==> config.mk <==
export PLATFORM = sky130hd
export DESIGN_NAME = lcv_mul32_seq
export DESIGN_NICKNAME = d
export VERILOG_FILES = /design/src/rtl/lcv_mul32_seq.sv
export SDC_FILE = /design/constraint.sdc
export NUM_CORES = 1
export LEC_CHECK = 0
export ABC_AREA = 0
export CELL_PAD_IN_SITES_DETAIL_PLACEMENT = 1
export CELL_PAD_IN_SITES_GLOBAL_PLACEMENT = 2
export CORE_MARGIN = 3
export CORE_UTILIZATION = 30
export DETAILED_ROUTE_END_ITERATION = 8
export PLACE_DENSITY = 0.78
export SLEW_MARGIN = 25
export SYNTH_ARGS = -nofsm -noshare
export SYNTH_HDL_FRONTEND = slang
export SYNTH_SLANG_ARGS = --single-unit
export TNS_END_PERCENT = 5
==> constraint.sdc <==
create_clock -name clk -period 10.9 [get_ports clk]
set_input_delay 1.09 -clock clk [delete_from_list [all_inputs] [get_ports clk]]
set_output_delay 1.09 -clock clk [all_outputs]
set_load 0.01 [all_outputs]
==> src/rtl/lcv_mul32_seq.sv <==
// lcv_mul32_seq: sequential 32x32 -> 64-bit multiplier.
// Four 16x16 unsigned partial products are accumulated, one per cycle, in a
// registered MAC stage. A one-cycle correction step then turns the unsigned
// product into the two's-complement product for signed operations.
//
// Handshake (both sides): a transfer happens on a rising edge where valid and
// ready are both high. The input side is ready only in IDLE. The output side
// presents a product in DONE and holds it until outp_ready is seen high.
module lcv_mul32_seq #(
   parameter int WIDTH      = 32,
   parameter int PROD_WIDTH = 2 * WIDTH
) (
   input  logic                  clk,
   input  logic                  rst,
   input  logic                  inp_valid,
   output logic                  inp_ready,
   input  logic [WIDTH-1:0]      inp_a,
   input  logic [WIDTH-1:0]      inp_b,
   input  logic                  inp_signed,
   output logic                  outp_valid,
   input  logic                  outp_ready,
   output logic [PROD_WIDTH-1:0] outp_prod,
   output logic                  outp_busy,
   output logic [1:0]            o_dbg_state
);

   localparam int HW = WIDTH / 2;

   typedef enum logic [1:0] {
      S_IDLE = 2'd0,
      S_MUL  = 2'd1,
      S_CORR = 2'd2,
      S_DONE = 2'd3
   } state_t;

   state_t                r_state;
   logic [WIDTH-1:0]      r_a;
   logic [WIDTH-1:0]      r_b;
   logic                  r_signed;
   logic [1:0]            r_k;
   logic [PROD_WIDTH-1:0] r_acc;
   logic [PROD_WIDTH-1:0] r_prod;
   logic                  r_inp_ready;
   logic                  r_outp_valid;
   logic                  r_outp_busy;

   logic                  w_accept;
   logic [HW-1:0]         w_a_h;
   logic [HW-1:0]         w_b_h;
   logic [WIDTH-1:0]      w_pp;
   logic [PROD_WIDTH-1:0] w_pp_shifted;
   logic [PROD_WIDTH-1:0] w_corr_a;
   logic [PROD_WIDTH-1:0] w_corr_b;
   logic [PROD_WIDTH-1:0] w_corrected;

   assign w_accept = inp_valid && (r_state == S_IDLE);

   // Half-word selection: k[0] picks the half of a, k[1] picks the half of b.
   assign w_a_h = r_k[0] ? r_a[WIDTH-1:HW] : r_a[HW-1:0];
   assign w_b_h = r_k[1] ? r_b[WIDTH-1:HW] : r_b[HW-1:0];
   assign w_pp  = w_a_h * w_b_h;

   // Place the partial product at bit 0, HW or 2*HW depending on k[0]+k[1].
   always_comb begin
      w_pp_shifted = '0;
      case (r_k)
         2'd0:        w_pp_shifted = {{WIDTH{1'b0}}, w_pp};
         2'd1, 2'd2:  w_pp_shifted = {{HW{1'b0}}, w_pp, {HW{1'b0}}};
         default:     w_pp_shifted = {w_pp, {WIDTH{1'b0}}};
      endcase
   end

   // Signed fix-up: subtract b<<32 when a is negative and a<<32 when b is negative.
   assign w_corr_a    = r_a[WIDTH-1] ? {r_b, {WIDTH{1'b0}}} : '0;
   assign w_corr_b    = r_b[WIDTH-1] ? {r_a, {WIDTH{1'b0}}} : '0;
   assign w_corrected = r_signed ? (r_acc - w_corr_a - w_corr_b) : r_acc;

   // MAC datapath: clear on accept, accumulate in MUL, correct in CORR.
   always_ff @(posedge clk) begin
      if (rst) begin
         r_acc <= '0;
      end else begin
         case (r_state)
            S_IDLE: if (w_accept) r_acc <= '0;
            S_MUL:  r_acc <= r_acc + w_pp_shifted;
            S_CORR: r_acc <= w_corrected;
            default: r_acc <= r_acc;
         endcase
      end
   end

   // Control FSM with registered handshake flags, operand capture and result register.
   always_ff @(posedge clk) begin
      if (rst) begin
         r_state      <= S_IDLE;
         r_a          <= '0;
         r_b          <= '0;
         r_signed     <= 1'b0;
         r_k          <= 2'd0;
         r_prod       <= '0;
         r_inp_ready  <= 1'b1;
         r_outp_valid <= 1'b0;
         r_outp_busy  <= 1'b0;
      end else begin
         case (r_state)
            S_IDLE: begin
               if (w_accept) begin
                  r_a          <= inp_a;
                  r_b          <= inp_b;
                  r_signed     <= inp_signed;
                  r_k          <= 2'd0;
                  r_state      <= S_MUL;
                  r_inp_ready  <= 1'b0;
                  r_outp_busy  <= 1'b1;
               end
            end
            S_MUL: begin
               r_k <= r_k + 2'd1;
               if (r_k == 2'd3) begin
                  r_state <= S_CORR;
               end
            end
            S_CORR: begin
               r_prod       <= w_corrected;
               r_state      <= S_DONE;
               r_outp_valid <= 1'b1;
               r_outp_busy  <= 1'b0;
            end
            default: begin
               // DONE: result held until the consumer takes it.
               if (outp_ready) begin
                  r_state      <= S_IDLE;
                  r_outp_valid <= 1'b0;
                  r_inp_ready  <= 1'b1;
               end
            end
         endcase
      end
   end

   assign inp_ready   = r_inp_ready;
   assign outp_valid  = r_outp_valid;
   assign outp_busy   = r_outp_busy;
   assign outp_prod   = r_prod;
   assign o_dbg_state = r_state;

endmodule

==> flow_summary_export.csv <==
group,metric,value,unit
setup_path,rr_endpoint,"r_acc[63]",
synthesis,synth_seq_area_share,17.63,%
setup_path,worstReg2RegStart,"r_k[1]",
place,dpl.hpwl,75290,µm
setup_path,r2r_cells,32,
global_route,groute.usage.overall,23.36,%
timing,drv_slew,0,
setup_path,start_kind,"flop",
drt,vias,20820,
timing,max_slew_margin,33.67,%
place,io_buffers,137,
synthesis,ys_async_sr_fraction,0,%
synthesis,yosysUniqueCellTypes,78,
drt,wl_per_cell,23.83,µm
timing,setup_viol,0,
setup_path,crit_path_end_kind,"flop",
drt,drt_iter0_drc,1252,
place,pre_cts_ws,0.3777,ns
setup_path,cp.required,11.24,ns
drt,drc,0,
timing,grt_setup_unrepaired,"no",
setup_path,crit_buf_inv,4,
timing,finClkSkew,0.01949,ns
clock_network,hold_buffers,0,
pwr,p_seq_share,24.7,%
global_route,grt_pass1_vias,22050,
drt,viasPerCell,5.396,
floorplanning,start_util,30.41,%
setup_path,path_depth,32,
clock_network,htree_levels,4,
synthesis,synth_ff_type,"dfxtp_1",
pwr,intPower,1954,µW
drt,antenna_left,0,
setup_path,critPathMaxStageDelay,0.59,ns
synthesis,syn_area_per_cell,8.075,µm²
setup_path,critPathKind,"flop to flop",
setup_path,slowest_stage,"mux2i_1",
timing,period_share,96.90,%
pwr,clkPwrFrac,16.7,%
clock_network,cts_buffer_depth,2,
clock_network,clkTransAtPathRegs,0.09,ns
clock_network,cts_buffers,17,
timing,finalHoldViolCount,0,
timing,setup-tns-final,0,ns
drt,postRouteWirelength,91920,µm
timing,finalCriticalPeriod,10.56,ns
finish,area_growth,13.27,%
floorplanning,dieHeight,281.2,µm
timing,worst_pin_slew,0.9673,ns
clock_network,cts_sinks,200,
floorplanning,die_area,79060,µm²
clock_network,post_cts_buffers,0,
synthesis,ys_warn_count,0,
clock_network,clk_latency,0.51,ns
clock_network,cts_tree,"yes",
pwr,power_density,154.2,nW/µm²
hold_path,hp-class,"flop to flop",
global_route,grt_overflow,0,
clock_network,post_cts_resized,0,
floorplanning,num_rows,100,
pwr,peakVddDrop,0.1062,mV
pwr,p_leak,0.01095,µW
drt,drtPass1Iterations,8,
global_route,antenna_found_initial,1,
floorplanning,dieWidth,281.2,µm
pwr,comb_power_share,58.6,%
setup_path,worst_path_most_repeated_cell,"fa_1",
setup_path,reg2reg_slack,0.34,ns
setup_path,crit_arrival,10.90,ns
synthesis,synth_edf_count,0,
synthesis,synth-seq-cells,200,
hold_path,worst_hold_path.endpoint,"outp_prod[61]",
timing,fmax,0.09468,GHz
timing,fin_ws,0.3380,ns
floorplanning,ios,138,
flow_run,maxCapViolCount,0,
finish,drive_above_1_share,5.296,%
synthesis,netlist_instances,2813,
setup_path,crit_fanout,19,
global_route,grt_max_degree,93,
pwr,switching_power,2013,µW
clock_network,root_buffer,"clkbuf_16",
hold_path,min_from,"outp_prod[61]",
place,place.gp.congestion,0.9609,
synthesis,synth_area,22720,µm²
finish,finalNetCount,3378,
hold_path,holdPathStages,2,
pwr,switching_share,50.74,%
global_route,grt_first_pass_wirelength,138400,µm
finish,antenna_cells,0,
setup_path,crit_family,"adder cells",
run_status,status,"finished, final reports clean",
synthesis,synth_nets,3314,
floorplanning,core,74700,µm²
==> worst max path at each step <==
| stage | start | end | slack (ns) |
|---|---|---|---|
| floorplan | r_k[0] | r_acc[63] | 1.48 |
| global placement | r_k[0] | r_acc[63] | 0.52 |
| detailed placement | r_k[0] | r_acc[63] | 0.38 |
| CTS | r_k[0] | r_acc[63] | 0.32 |
| global route | r_k[1] | r_acc[63] | 0.06 |
| finish | r_k[1] | r_acc[63] | 0.34 |
==> tightest hold or removal path: stages (launching register included) <==
cell and delay (ns):
dfxtp_1 0.31, nand2_1 0.06, a21oi_1 0.05
==> registers in the layout, summed over array words and instances, names as in the netlist, 2 cells and up <==
signal / count
o_dbg_state: 2
r_a: 32
outp_prod: 64
r_b: 32
r_acc: 64
r_k: 2
==> stage by stage <==
step           hold slack, ns  cell area (µm²)  util (%)  cells  total power (µW)
6_report               0.4682            25730     34.45   3858              3968
5_1_grt                0.4911            25730     34.45   3858              4225
4_1_cts                0.4715            25680     34.38   3858              3986
3_5_place_dp           0.4589            25110     33.62   3827              3303
3_3_place_gp           0.4559            25110     33.61   3827              3267
2_1_floorplan          0.4459            22720         -   2813              2363
==> cells by family after synthesis <==
| kind of cell | Yosys count | synth area share [%] |
|---|---|---|
| compound gates | 614 | 17.87 |
| xor+xnor | 102 | 3.933 |
| fa+ha+maj | 432 | 31.26 |
| buf+inv | 394 | 6.582 |
| flops | 200 | 17.63 |
| mux | 107 | 4.897 |
| simple gates | 964 | 17.82 |
==> routing by layer <==
layer	up-vias	share of wire [%]	track usage (%)
met2	466	48	40.12
li1	9594	-	-
met4	0	3.0	7.636
met3	113	4.3	3.547
met5	-	0	0
met1	10650	44	29.99
==> cell usage after synthesis (all sizes together), types with 9 or more instances <==
cell type  instances  share of area (%)
o22ai             10               0.28
or3               12               0.33
a22o               9               0.35
dfxtp            200                 18
xor2              48                1.9
o21ai            108                2.4
buf               20               0.40
nand4             28               0.80
nor3              28               0.62
a211oi            43                1.5
nand2            479                7.9
ha               206                 11
nand3             30               0.66
nand2b            19               0.52
inv              261                4.3
a22oi             35                1.2
mux2i             74                3.3
clkbuf           112                1.9
nor2b             10               0.28
mux2              33                1.6
o21a              22               0.73
a21oi            210                4.9
a21o              56                1.9
o211ai            16               0.55
o221ai            17               0.66
and2              28               0.77
nor2             298                4.9
o21bai            17               0.56
fa               226                 20
xnor2             54                2.1
==> layout by cell type (no fill, tap or decap), drive strengths merged, types with 8 or more instances in the layout <==
cell / n
nand2: 479
nor2: 298
inv: 266
fa: 226
a21oi: 210
ha: 206
dfxtp: 200
clkdlybuf4s50: 136
o21ai: 108
mux2i: 74
a21o: 56
xnor2: 54
xor2: 48
a211oi: 43
buf: 41
a22oi: 35
mux2: 33
nand3: 30
nor3: 28
and2: 28
nand4: 28
o21a: 22
clkbuf: 20
nand2b: 19
o21bai: 17
o221ai: 17
o211ai: 16
or3: 12
o22ai: 10
nor2b: 10
a22o: 9
and3: 8
==> area by class of cell <==
class / instances / area, µm²
clock buffer: 20 / 456.7
clock inverter: 11 / 112.6
fill: 8848 / 48970
inverter: 262 / 983.4
multi-input combinational: 2219 / 17280
sequential: 200 / 4009
tap: 969 / 1212
timing repair buffer: 177 / 1673
==> power by group through the flow <==
stage / clock network, µW / registers, µW / logic, µW
2_1_floorplan: 0 / 929 / 1430
3_3_place_gp: 0 / 988 / 2280
3_5_place_dp: 0 / 990 / 2310
4_1_cts: 683 / 973 / 2330
5_1_grt: 709 / 990 / 2530
6_report: 662 / 980 / 2330
(Power assumes the default switching activity.)
